<file path="src/rtl/voice_allocator_if.sv">
// Note-event handshake between an event source and the voice allocator.
interface voice_allocator_if;
  logic       ev_valid;
  logic       ev_ready;
  logic       ev_is_on;
  logic [6:0] ev_note;

  modport master (output ev_valid, ev_is_on, ev_note, input ev_ready);
  modport slave  (input ev_valid, ev_is_on, ev_note, output ev_ready);
endinterface

</file>
<file path="src/rtl/voice_allocator.sv">
// Polyphonic voice allocator: note matching, free-slot fill, LRU stealing,
// retrigger gate gap, and an all-notes-off panic.
module voice_slot #(
  parameter int AW  = 2,
  parameter int IDX = 0
) (
  input  logic          clk,
  input  logic          rst,
  input  logic          all_off,
  input  logic          wr_on,
  input  logic          wr_gate,
  input  logic          rel,
  input  logic          gate_on,
  input  logic          age_upd,
  input  logic [AW-1:0] tgt_age,
  input  logic [6:0]    note_in,
  output logic          gate,
  output logic          used,
  output logic [6:0]    note,
  output logic [AW-1:0] age
);
  always_ff @(posedge clk) begin
    if (rst) begin
      gate <= 1'b0;
      used <= 1'b0;
      note <= '0;
      age  <= AW'(IDX);
    end else if (all_off) begin
      gate <= 1'b0;
      used <= 1'b0;
    end else begin
      if (wr_on) begin
        note <= note_in;
        used <= 1'b1;
        gate <= wr_gate;
      end else if (rel) begin
        gate <= 1'b0;
        used <= 1'b0;
      end else if (gate_on) begin
        gate <= 1'b1;
      end
      // Target becomes newest; only voices younger than it age by one.
      if (age_upd) begin
        if (wr_on)               age <= '0;
        else if (age < tgt_age)  age <= age + 1'b1;
      end
    end
  end
endmodule

module voice_allocator #(
  parameter int NUM_VOICES    = 4,
  parameter int RETRIG_CYCLES = 16
) (
  input  logic                          clk,
  input  logic                          rst,
  voice_allocator_if.slave              ev,
  input  logic                          all_off,
  output logic [NUM_VOICES-1:0]         voice_gate,
  output logic [7*NUM_VOICES-1:0]       voice_note,
  output logic [NUM_VOICES-1:0]         voice_used,
  output logic [$clog2(NUM_VOICES)-1:0] last_voice
);
  localparam int AW = $clog2(NUM_VOICES);
  localparam int CW = $clog2(RETRIG_CYCLES + 1);

  typedef enum logic [1:0] {IDLE, ALLOC, RETRIG, APPLY} state_t;

  state_t                         state, nxt;
  logic [CW-1:0]                  cnt;
  logic                           ev_on_q;
  logic [6:0]                     ev_note_q;
  logic [AW-1:0]                  pend;

  logic [NUM_VOICES-1:0]          slot_gate, slot_used;
  logic [NUM_VOICES-1:0][6:0]     slot_note;
  logic [NUM_VOICES-1:0][AW-1:0]  slot_age;

  logic                           hit_any, free_any;
  logic [AW-1:0]                  hit_idx, free_idx, steal_idx, tgt;
  logic [NUM_VOICES-1:0]          match;
  logic [NUM_VOICES-1:0]          wr_on, rel, gate_on;
  logic                           wr_gate, age_upd, rdy, xfer;

  assign xfer = ev.ev_valid && rdy;

  // Descending scan so the lowest index wins each priority class.
  always_comb begin
    hit_any   = 1'b0;
    free_any  = 1'b0;
    hit_idx   = '0;
    free_idx  = '0;
    steal_idx = '0;
    match     = '0;
    for (int i = NUM_VOICES - 1; i >= 0; i--) begin
      match[i] = slot_used[i] && (slot_note[i] == ev_note_q);
      if (match[i])     begin hit_any  = 1'b1; hit_idx  = AW'(i); end
      if (!slot_used[i]) begin free_any = 1'b1; free_idx = AW'(i); end
      if (slot_age[i] == AW'(NUM_VOICES - 1)) steal_idx = AW'(i);
    end
    tgt = hit_any ? hit_idx : (free_any ? free_idx : steal_idx);
  end

  always_ff @(posedge clk) begin
    if (rst || all_off) state <= IDLE;
    else                state <= nxt;
  end

  always_comb begin
    nxt = state;
    case (state)
      IDLE:   if (xfer) nxt = ALLOC;
      ALLOC: begin
        if (ev_on_q && slot_gate[tgt]) nxt = (RETRIG_CYCLES == 1) ? APPLY : RETRIG;
        else                           nxt = IDLE;
      end
      RETRIG: if (cnt == CW'(RETRIG_CYCLES - 2)) nxt = APPLY;
      APPLY:  nxt = IDLE;
      default: nxt = IDLE;
    endcase
  end

  always_comb begin
    rdy     = (state == IDLE) && !rst && !all_off;
    age_upd = (state == ALLOC) && ev_on_q;
    wr_gate = !slot_gate[tgt];
    for (int i = 0; i < NUM_VOICES; i++) begin
      wr_on[i]   = age_upd && (tgt == AW'(i));
      rel[i]     = (state == ALLOC) && !ev_on_q && match[i];
      gate_on[i] = (state == APPLY) && (pend == AW'(i));
    end
  end

  assign ev.ev_ready = rdy;

  always_ff @(posedge clk) begin
    if (rst) begin
      cnt        <= '0;
      ev_on_q    <= 1'b0;
      ev_note_q  <= '0;
      pend       <= '0;
      last_voice <= '0;
    end else if (all_off) begin
      cnt <= '0;
    end else begin
      if (xfer) begin
        ev_on_q   <= ev.ev_is_on;
        ev_note_q <= ev.ev_note;
      end
      if (age_upd) begin
        pend       <= tgt;
        last_voice <= tgt;
      end
      cnt <= (state == RETRIG) ? cnt + 1'b1 : '0;
    end
  end

  for (genvar g = 0; g < NUM_VOICES; g++) begin : g_slot
    voice_slot #(.AW(AW), .IDX(g)) u_slot (
      .clk     (clk),
      .rst     (rst),
      .all_off (all_off),
      .wr_on   (wr_on[g]),
      .wr_gate (wr_gate),
      .rel     (rel[g]),
      .gate_on (gate_on[g]),
      .age_upd (age_upd),
      .tgt_age (slot_age[tgt]),
      .note_in (ev_note_q),
      .gate    (slot_gate[g]),
      .used    (slot_used[g]),
      .note    (slot_note[g]),
      .age     (slot_age[g])
    );
  end

  assign voice_gate = slot_gate;
  assign voice_used = slot_used;
  assign voice_note = slot_note;
endmodule

</file>
<file path="src/flat_wrapper.sv">
// flat-port wrapper written by rule: the top's interface ports become plain ports
module voice_allocator_flat 
#(
  parameter int NUM_VOICES    = 4,
  parameter int RETRIG_CYCLES = 16
)
  (clk, rst, all_off, voice_gate, voice_note, voice_used, last_voice, ev_ev_valid, ev_ev_is_on, ev_ev_note, ev_ev_ready);
  voice_allocator_if ev_i ();
  input  logic clk;
  input  logic rst;
  input  logic all_off;
  output logic [NUM_VOICES-1:0] voice_gate;
  output logic [7*NUM_VOICES-1:0] voice_note;
  output logic [NUM_VOICES-1:0] voice_used;
  output logic [$clog2(NUM_VOICES)-1:0] last_voice;
  input wire logic [$bits(ev_i.ev_valid)-1:0] ev_ev_valid;
  input wire logic [$bits(ev_i.ev_is_on)-1:0] ev_ev_is_on;
  input wire logic [$bits(ev_i.ev_note)-1:0] ev_ev_note;
  output wire logic [$bits(ev_i.ev_ready)-1:0] ev_ev_ready;
  assign ev_i.ev_valid = ev_ev_valid;
  assign ev_i.ev_is_on = ev_ev_is_on;
  assign ev_i.ev_note = ev_ev_note;
  assign ev_ev_ready = ev_i.ev_ready;
  voice_allocator #(.NUM_VOICES(NUM_VOICES), .RETRIG_CYCLES(RETRIG_CYCLES)) u_core (.clk(clk), .rst(rst), .ev(ev_i), .all_off(all_off), .voice_gate(voice_gate), .voice_note(voice_note), .voice_used(voice_used), .last_voice(last_voice));
endmodule
</file>
<file path="config.mk">
export PLATFORM = sky130hd
export DESIGN_NAME = voice_allocator_flat
export DESIGN_NICKNAME = d
export VERILOG_FILES = /design/src/rtl/voice_allocator_if.sv /design/src/rtl/voice_allocator.sv /design/src/flat_wrapper.sv
export SDC_FILE = /design/constraint.sdc
export NUM_CORES = 1
export LEC_CHECK = 0
export BUFFER_PORTS_ARGS = -buffer_cell sky130_fd_sc_hd__buf_2
export CORE_ASPECT_RATIO = 1.4
export CORE_UTILIZATION = 51
export DETAILED_ROUTE_END_ITERATION = 16
export PLACE_DENSITY_LB_ADDON = 0.12
export SLEW_MARGIN = 20
export SYNTH_ARGS = -nofsm -noshare
export SYNTH_HDL_FRONTEND = slang
export SYNTH_SLANG_ARGS = --single-unit
export TNS_END_PERCENT = 1
</file>
<file path="constraint.sdc">
create_clock -name clk -period 2.8 [get_ports clk]
set_input_delay 0.42 -clock clk [delete_from_list [all_inputs] [get_ports clk]]
set_output_delay 0.42 -clock clk [all_outputs]
set_load 0.01 [all_outputs]
</file>
==> summary.md, run 1 <==
| Metric | Value |
|---|---|
| CP top delay family | `compound AO/OA/AOI/OAI gates` |
| Critical Path RT | `~3.0 ns` |
| Final Hold Violating Endpoints | `0` |
| Pwr dens | `approximately 420 nW/um^2` |
| Ys async rst share | `0%` |
| 1st-pass router iterations | `5` |
| Grt peak-use layer | `met2` |
| Max frequency | `roughly 0.36 GHz` |
| Vias | `3044` |
| Rel. slew slack | `57.8%` |
| Setup Viol. Count Final | `0` |
| M1 GR Usage | `29.6%` |
| Routability Congestion | `0.930` |
| P&R area growth vs syn | `26.5%` |
| Initial antenna violation count | `0` |
| Vias in the first global route | `around 2900` |
| CORE AREA | `roughly 6200 sq um` |
| Clock root cell | `clkbuf_8` |
| IO buf count | `50` |
| CTS Sinks | `about 60` |
| Crit path largest cell delay | `approximately 0.46 ns` |
| Top cell type's share of synthesized area | `a little under two fifths` |
| EDFF count, synth | `0` |
| VDD IR-drop max | `0.364 mV` |
| Library cells used by synthesis | `61` |
| Final Skew | `roughly 0.0072 ns` |
| Synth warnings | `0` |
| DR DRC count | `0` |
| Most common cell after layout, fill and taps aside | `dfxtp_1` |
| Die height | `between 90 and 100 um` |
| Syn Inst Count | `between 300 and 400` |
| CTS clock-pin slew for the worst setup and hold paths | `roughly 0.07 ns` |
| Min-delay worst type | `in2reg` |
| Yosys top cell by area | `dfxtp_1` |
| Cts bufs inserted | `9` |
| Total wire length | `~9000 um` |
| Number of I/O pins | `a little over 50` |
| Crit share post-route | `99.7%` |
| Worst Setup End Kind | `flip-flop` |
| Chip Width | `69.8 um` |
| Crit path kind | `reg2reg` |
| Initial core utilization | `about 53%` |
| Share of layout cells above drive strength 1 | `32.0%` |
| Setup ws final | `0.00836 ns` |
| Crit-path cells | `xor2_1 -> nor4_4 -> nand4_4 -> a311o_1 -> o32ai_2 -> a21o_1 -> maj3_2 -> a2111oi_2 -> or3_1` |
| Maximum number of pins on one net before global-route repair | `48` |
| Max-slew violation count | `0` |
| Buffers & Inverters on Critical Path | `0` |
| TritonCTS clock tree | `built` |
| H-tree depth | `3` |
| Period minus WS final | `between 2 and 3 ns` |
| GRT Total Usage | `a little over a quarter` |
| CTS Hold Buffers Added | `0` |
| Drt via density | `5.77` |
| Setup tns final | `0 ns` |
| Leading post-synthesis cells by cell area | `dfxtp_1 37%, mux2i_1 9.2%, nor2_1 5.8%` |
| Worst endpoint data arrival time | `slightly above 3 ns` |
| Mapped cell area | `between 3000 and 4000 sq um` |
| Final layout net count | `about 470` |
| Post-DRT Antenna Nets | `0` |
| HPWL after detailed placement | `around 6500 um` |
| Layout Cell Area excl Fill | `roughly 4100 sq um` |
| Iteration-0 DRC Markers | `about 270` |
| Worst-Skew Late Latency | `0.34 ns` |
| Ant diodes | `0` |
| Wire per inst | `17.0 um` |
| CTS max path bufs | `2` |
| Fin Hold WS | `around 0.32 ns` |
| Met3 Track Usage GR | `approximately 6.5%` |
| Seq/Total Area, Yosys | `about 37%` |
| Crit start category | `flip-flop` |
| Met2 usage | `46.3%` |
| Worst slew pin tran | `approximately 0.63 ns` |
| Post-Syn Nets | `between 300 and 400` |
| Status | `complete, no violations` |
| MaxCap Viol Count | `0` |
| # rows | `34` |
| Synthesized area per cell | `between 8 and 9 sq um` |
| Ys flop type | `dfxtp_1` |
| Commonest non-fill, non-tap cells in the layout | `54 x dfxtp_1, 50 x nor2_1, 50 x buf_2, 48 x buf_4, 30 x mux2i_1` |
| Placed Area | `between 3000 and 4000 sq um` |
| First-pass GRT wire length | `~14000 um` |
| Pre-CTS setup slack | `-0.289 ns` |
| RSZ-0062 raised after global routing | `yes` |
| Post-synthesis register bit count | `just over 60` |
| Pleak | `1.79 nW` |
| Worst-path maximum fanout | `5` |
| GRT overflow | `0` |
| Die footprint | `~6800 sq um` |
| Slowest-stage cell, CP | `a311o_1` |
logic make-up after synthesis:
logic type	count (synthesis)	share of synthesized area, %
fa+ha+maj	9	3.21
buf+inv	38	6.07
simple gates	127	19.2
xor+xnor	31	8.28
flops	61	37.3
mux	30	9.16
compound gates	77	16.8
cell usage after synthesis (all sizes together) (3+ instances only):
| library cell | number |
|---|---|
| nor2b | 3 |
| or2 | 3 |
| and2 | 4 |
| xor2 | 12 |
| a21oi | 23 |
| buf | 17 |
| dfxtp | 61 |
| a21o | 4 |
| inv | 9 |
| nor2 | 52 |
| o21ai | 14 |
| ha | 6 |
| nand2 | 21 |
| xnor2 | 19 |
| nand4 | 5 |
| nor3 | 8 |
| mux2i | 30 |
| clkbuf | 12 |
| maj3 | 3 |
| o211ai | 3 |
| nand3 | 16 |
| nand2b | 4 |
| a2111oi | 3 |
worst reg2reg max path: cells and delay by family (launching register included):
family                   cells  cell delay (ns)
flip-flops                   1             0.34
AND/OR/NAND/NOR              3             0.88
adder cells (fa/ha/maj)      1             0.24
XOR/XNOR                     1             0.18
AO/OA/AOI/OAI                4             1.03
layer usage:
metal,up-vias,share of wire [%]
li1,1477,-
met1,1444,39
met2,98,53
met3,25,4.7
met4,0,3.4
met5,-,0
timing repair:
item / in CTS / in global routing
buffers inserted: 0 / 5
hold endpoints to repair: 0 / 0
pin swaps: 1 / 15
resized for setup: 7 / 25
endpoints found under the setup margin: 8 / 16
cloned: 0 / 1
power breakdown:
part | internal, W | total, W | switching, W
combinational | 0.0000344 | 0.0000818 | 0.0000474
sequential | 0.000872 | 0.000879 | 0.00000677
clock | 0.000443 | 0.000766 | 0.000323
total | 0.00135 | 0.00173 | 0.000377
sequential cells by signal, indices dropped and copies added, names as in the netlist, named ones only:
register                   cells
u_core.ev_note_q               7
u_core.g_slot.u_slot.used      4
u_core.g_slot.u_slot.gate      4
u_core.g_slot.u_slot.age       8
u_core.last_voice              2
u_core.g_slot.u_slot.note     28
u_core.ev_on_q                 1
u_core.state                   1
u_core.cnt                     5
metrics by stage:
step	total power, W	instances	utilization (%)
finish	0.00173	528	66.7
detailed placement	0.000978	509	60.8
CTS	0.00174	522	64.1
global route	0.00179	528	66.7
global placement	0.000977	509	60.8
floorplan	0.000948	373	-
final timing paths:
| kind | depth (start not counted) | end | slack [ns] | from |
|---|---|---|---|---|
| setup / recovery | 9 | u_core.g_slot[3].u_slot.age[0] | 0.008 | u_core.ev_note_q[3] |
| hold / removal | 3 | u_core.ev_note_q[5] | 0.32 | ev_ev_note[5] |
| setup reg to reg | 9 | u_core.g_slot[3].u_slot.age[0] | 0.008 | u_core.ev_note_q[3] |
| hold reg to reg | 1 | u_core.cnt[0] | 0.47 | u_core.cnt[0] |
cell type report:
cell class                      count  area [sq um]
Clock inverter                      2          35.0
Clock buffer                       11           151
Tap cell                           72          90.1
Timing Repair Buffer               98           611
Sequential cell                    61          1230
Fill cell                         545          2070
Multi-Input combinational cell    275          1990
Inverter                            9          33.8
Note: power is estimated with default switching activity, not from simulation.
==> inputs of run 2 (changes only) <==
Settings changed: CORE_UTILIZATION 51 to 28, RECOVER_POWER set to 25.
==> run 2 against run 1 <==
Die area up 80%. Highest routed layer unchanged. Largest power group is now clock. Sequential power is essentially flat. Global-route usage shrank 8.6 points. Critical endpoint unchanged. Final cell count is 17% higher. Total power up 17%. Core utilization down 28 points. Sequential share of layout area decreased by 1.4 points. First-iteration DRC count decreased by 59%. Worst hold slack better by 0.012 ns.
==> summary.md, run 2 (synthesis gave the netlist of run 1 again) <==
| Metric | Value |
|---|---|
| Number of I/O pins | `~50` |
| Final Skew | `roughly 0.0059 ns` |
| MaxCap Viol Count | `0` |
| HPWL after detailed placement | `between 7000 and 8000 um` |
| First-pass GRT wire length | `roughly 16000 um` |
| Iteration-0 DRC Markers | `approximately 110` |
| RSZ-0062 raised after global routing | `yes` |
| Worst Setup End Kind | `flip-flop` |
| Hold path start | `ev_ev_note[1]` |
| Critical Path RT | `3.07 ns` |
| Setup Viol. Count Final | `0` |
| Max reg flops | `28` |
| CORE AREA | `about 11000 sq um` |
| Crit share post-route | `between 90% and 100%` |
| Most common cell after layout, fill and taps aside | `buf_4` |
| CTS max path bufs | `2` |
| P&R area growth vs syn | `33.2%` |
| H-tree depth | `3` |
| Die footprint | `approximately 12000 sq um` |
| Final Hold Violating Endpoints | `0` |
| Pleak | `1.84 nW` |
| Worst slew pin tran | `0.606 ns` |
| VDD IR-drop max | `about 0.3 mV` |
| Worst r2r path cells | `10` |
| GRT Total Usage | `roughly 18%` |
| Routability Congestion | `about 0.85` |
| Max-slew violation count | `0` |
| Worst setup path start | `u_core.ev_note_q[6]` |
| Period minus WS final | `approximately 2.7 ns` |
| GRT overflow | `0` |
| Initial core utilization | `~29%` |
| Worst-path maximum fanout | `11` |
| Die height | `about 130 um` |
| Post-DRT Antenna Nets | `0` |
| Clock root cell | `clkbuf_16` |
| Share of layout cells above drive strength 1 | `between 20% and 30%` |
| Crit path kind | `reg2reg` |
| Filler cells | `1199` |
| Design Power | `between 0.002 and 0.0025 W` |
| # rows | `46` |
| Cts bufs inserted | `9` |
| Total wire length | `10100 um` |
| Vias in the first global route | `3027` |
| Biggest regs | `u_core.g_slot.u_slot.note: 28 flops, u_core.g_slot.u_slot.age: 8 flops, u_core.ev_note_q: 7 flops` |
| IO buf count | `50` |
| CTS clock-pin slew for the worst setup and hold paths | `around 0.05 ns` |
| Drt via density | `approximately 4.9` |
| Largest Register | `u_core.g_slot.u_slot.note` |
| Hold endpoint | `u_core.ev_note_q[1]` |
| Status | `complete, no violations` |
| Hold depth | `3` |
| Chip Width | `93.4 um` |
| DR DRC count | `0` |
| Pwr dens | `461 nW/um^2` |
| Max frequency | `0.365 GHz` |
| Worst reg2reg endpoint | `u_core.g_slot[3].u_slot.age[0]` |
| CTS Hold Buffers Added | `0` |
| Rel. slew slack | `~60%` |
| 1st-pass router iterations | `4` |
| Vias | `about 3000` |
| Final layout net count | `488` |
| TritonCTS clock tree | `built` |
| CTS Sinks | `between 60 and 70` |
| Worst-Skew Late Latency | `around 0.33 ns` |
| Crit start category | `flip-flop` |
| Maximum number of pins on one net before global-route repair | `48` |
| FF-to-FF setup slack | `about 0.061 ns` |
| Worst endpoint data arrival time | `3.01 ns` |
| Post-placement cell count | `roughly 600` |
| Initial antenna violation count | `0` |
| Commonest non-fill, non-tap cells in the layout | `63 x buf_4, 53 x dfxtp_1, 50 x nor2_1, 34 x buf_2, 30 x mux2i_1` |
| Critical R2R Launch | `u_core.ev_note_q[6]` |
| Wire per inst | `~16 um` |
| Min-delay worst type | `in2reg` |
| Non-filler cells in the finished layout | `619` |
| Ant diodes | `0` |
| Finished Core Util | `38.5%` |
==> run 2: cell count changes in the layout (fill, tap and decap cells not counted), moves of 2 or more <==
| cell | previous run | this run |
|---|---|---|
| buf_2 | 50 | 34 |
| clkbuf_1 | 0 | 18 |
| clkbuf_16 | 0 | 9 |
| buf_12 | 0 | 2 |
| a2111oi_1 | 0 | 2 |
| clkinvlp_4 | 0 | 2 |
| clkbuf_8 | 11 | 2 |
| buf_4 | 48 | 63 |
==> run 2: metrics by stage <==
| step | setup WS [ns] | setup TNS, ns | area [sq um] | hold slack [ns] |
|---|---|---|---|---|
| after floorplan | 0.0845 | 0 | 3280 | 0.430 |
| after global placement | -0.109 | -0.566 | 4040 | 0.447 |
| after detailed placement | -0.0564 | -0.225 | 4040 | 0.460 |
| after CTS | -0.0110 | -0.0110 | 4350 | 0.332 |
| after global routing | -0.0873 | -0.590 | 4370 | 0.346 |
| final | 0.0605 | 0 | 4370 | 0.336 |
==> run 2: critical path: stages, from the launching register on <==
cell	delay [ns]
dfxtp_2	0.35
xor2_1	0.20
nor4_4	0.35
nand4_4	0.13
buf_4	0.20
a41oi_4	0.21
o32ai_2	0.13
a21o_2	0.27
maj3_1	0.34
a2111oi_1	0.35
or3_1	0.15
==> run 2: layout make-up <==
cell class                 instances  area, sq um  area share, %
timing repair buffer             115          743           17.0
clock buffer                      13          260           5.96
inverter                           9         33.8          0.774
multi-input combinational        274         1890           43.3
tap                              144          180           4.13
sequential                        61         1240           28.3
clock inverter                     3         20.0          0.459
==> run 2: per-layer routing <==
| layer | wire length (um) | vias to the layer above | part of all wire, % | global-route usage, % |
|---|---|---|---|---|
| li1 | - | 1517 | - | - |
| met1 | 4120 | 1412 | 41 | 19.7 |
| met2 | 5340 | 67 | 53 | 32.3 |
| met3 | 308 | 19 | 3.1 | 3.55 |
| met4 | 328 | 0 | 3.3 | 9.05 |
| met5 | 0 | - | 0 | 0 |
==> run 2: report_power, final <==
part | switching, W | internal [W]
registers | 0.00000758 | 0.000872
logic | 0.0000492 | 0.0000382
clock network | 0.000399 | 0.000646
==> run 2: how the worst max path moves through the flow <==
stage	to	slack [ns]
after floorplan	u_core.g_slot[2].u_slot.age[1]	0.08
after global placement	u_core.g_slot[2].u_slot.age[1]	-0.11
after detailed placement	u_core.g_slot[0].u_slot.age[1]	-0.06
after CTS	u_core.g_slot[0].u_slot.age[1]	-0.01
after global routing	u_core.g_slot[0].u_slot.age[1]	-0.09
final	u_core.g_slot[3].u_slot.age[0]	0.06
==> run 2: timing repair <==
item,CTS,global route
setup buffers,2,0
pin swaps,1,2
setup endpoints to repair,7,24
resized for setup,8,12
==> inputs of run 3 (changes only) <==
Settings changed: CORE_UTILIZATION 28 to 51.
==> run 3 against run 2 <==
Clock power is 26% lower. Total power is 14% lower. Wire length is 11% lower. Clock skew is 0.0012 ns higher. Critical endpoint unchanged. Highest routed layer unchanged.
==> summary.md, run 3 (synthesis gave the netlist of run 1 again) <==
| Metric | Value |
|---|---|
| Status | `complete, no violations` |
| Max frequency | `between 0.3 and 0.4 GHz` |
| Initial core utilization | `between 50% and 60%` |
| HPWL after detailed placement | `between 6000 and 7000 um` |
| Total wire length | `approximately 9000 um` |
| Min-delay worst type | `in2reg` |
| Worst Setup End Kind | `flip-flop` |
| RSZ-0062 raised after global routing | `yes` |
| Largest Register | `u_core.g_slot.u_slot.note` |
| Setup ws final | `between 0.015 and 0.02 ns` |
| GRT overflow | `0` |
| Worst-path maximum fanout | `5` |
| First-pass GRT wire length | `13900 um` |
| Most common cell after layout, fill and taps aside | `dfxtp_1` |
| Placed Area | `around 3800 sq um` |
| VDD IR-drop max | `~0.36 mV` |
| Crit start category | `flip-flop` |
| Share of layout cells above drive strength 1 | `between 20% and 30%` |
| Max-slew violation count | `0` |
| Drt via density | `~5.8` |
| Commonest non-fill, non-tap cells in the layout | `54 x dfxtp_1, 50 x nor2_1, 48 x buf_4, 33 x buf_2, 30 x mux2i_1` |
| Wire per inst | `17.0 um` |
| # rows | `34` |
| 1st-pass router iterations | `4` |
| TritonCTS clock tree | `built` |
| CTS Sinks | `61` |
| Crit path kind | `reg2reg` |
| Biggest regs | `u_core.g_slot.u_slot.note: 28 flops, u_core.g_slot.u_slot.age: 8 flops, u_core.ev_note_q: 7 flops` |
| P&R area growth vs syn | `25.8%` |
| Pleak | `1.72 nW` |
| Final layout net count | `472` |
| CTS max path bufs | `2` |
| Finished Core Util | `66.4%` |
| Ant diodes | `0` |
| DR DRC count | `0` |
| Number of I/O pins | `between 50 and 60` |
| Routability Congestion | `between 0.9 and 1` |
| Crit-path cells | `ha_1 -> o311ai_2 -> a32oi_2 -> a41oi_4 -> o32ai_4 -> a21o_2 -> maj3_2 -> a2111oi_2 -> or3_1` |
| Rel. slew slack | `slightly below 60%` |
| Worst r2r path cells | `9` |
| Layout Cell Area excl Fill | `between 4000 and 5000 sq um` |
| Crit share post-route | `between 90 and 100%` |
| GRT Total Usage | `26.5%` |
| Worst slew pin tran | `~0.63 ns` |
| Non-filler cells in the finished layout | `about 530` |
| Iteration-0 DRC Markers | `261` |
| Final Hold Violating Endpoints | `0` |
| Post-placement cell count | `between 500 and 600` |
| Slowest-stage cell, CP | `o311ai_2` |
| MaxCap Viol Count | `0` |
| Vias | `roughly 3000` |
| CORE AREA | `about 6200 sq um` |
| H-tree depth | `3` |
| Vias in the first global route | `between 2000 and 3000` |
| CTS clock-pin slew for the worst setup and hold paths | `0.07 ns` |
| Final Skew | `a little over 0.007 ns` |
| Worst-Skew Late Latency | `approximately 0.34 ns` |
| Worst endpoint data arrival time | `~3 ns` |
| Cts bufs inserted | `9` |
| CP top delay family | `compound AO/OA/AOI/OAI gates` |
| Initial antenna violation count | `0` |
| Die footprint | `roughly 6800 sq um` |
| Maximum number of pins on one net before global-route repair | `48` |
| Max reg flops | `28` |
| Period minus WS final | `around 2.8 ns` |
| Crit path largest cell delay | `0.41 ns` |
| Chip Width | `between 60 and 70 um` |
| Pwr dens | `~420 nW/um^2` |
| Pre-CTS setup slack | `-0.289 ns` |
| Die height | `about 97 um` |
| Critical Path RT | `~3 ns` |
| Setup tns final | `0 ns` |
| WP depth | `9` |
| Post-DRT Antenna Nets | `0` |
| IO buf count | `50` |
| Clock root cell | `clkbuf_8` |
| Setup Viol. Count Final | `0` |
| Buffers & Inverters on Critical Path | `0` |
| Hold depth | `3` |
run 3: cell count changes in the layout (fill, tap and decap cells not counted), sizes merged:
cell | before | now
clkbuf | 29 | 28
buf | 99 | 81
clkinvlp | 2 | 0
a21o | 4 | 5
bufinv | 0 | 1
run 3: area by class of cell:
type	count	area, sq um
Tap cell	72	90.1
Fill cell	552	2090
Sequential cell	61	1230
Timing Repair Buffer	98	589
Inverter	9	33.8
Clock buffer	11	151
Multi-Input combinational cell	275	1990
Clock inverter	2	35.0
run 3: routing by layer:
| layer | share of wire (%) | GRT usage [%] |
|---|---|---|
| met1 | 39 | 29.6 |
| met2 | 52 | 46.3 |
| met3 | 4.6 | 6.46 |
| met4 | 3.7 | 12.5 |
| met5 | 0 | 0 |
run 3: metrics by stage:
step	total power [W]	hold WS, ns
after floorplan	0.000948	0.430
after global placement	0.000977	0.448
after detailed placement	0.000978	0.458
after CTS	0.00174	0.314
after global routing	0.00179	0.319
final	0.00173	0.325
run 3: worst paths after layout:
check                                    to                           start  slack, ns
min reg2reg                   u_core.cnt[0]                   u_core.cnt[0]       0.47
max          u_core.g_slot[3].u_slot.age[0]  u_core.g_slot[0].u_slot.age[0]       0.02
max reg2reg  u_core.g_slot[3].u_slot.age[0]  u_core.g_slot[0].u_slot.age[0]       0.02
min                     u_core.ev_note_q[5]                   ev_ev_note[5]       0.32
run 3: where the power goes:
part	total [W]	internal, W	switching [W]
Clock	0.000766	0.000443	0.000323
Sequential	0.000879	0.000872	0.00000673
Combinational	0.0000817	0.0000344	0.0000473
run 3: what timing repair did:
item / in CTS / in global routing
endpoints found under the setup margin: 8 / 16
pin swaps: 1 / 15
hold buffers: 0 / 0
gates cloned: 0 / 1
buffers inserted: 0 / 5
resized for setup: 7 / 25
run 3: tightest hold or removal path: cells and delay by family:
kind | cells | cell delay (ns)
buffers and inverters | 1 | 0.09
and+or+nand+nor | 1 | 0.06
AOI/OAI and AO/OA | 1 | 0.05
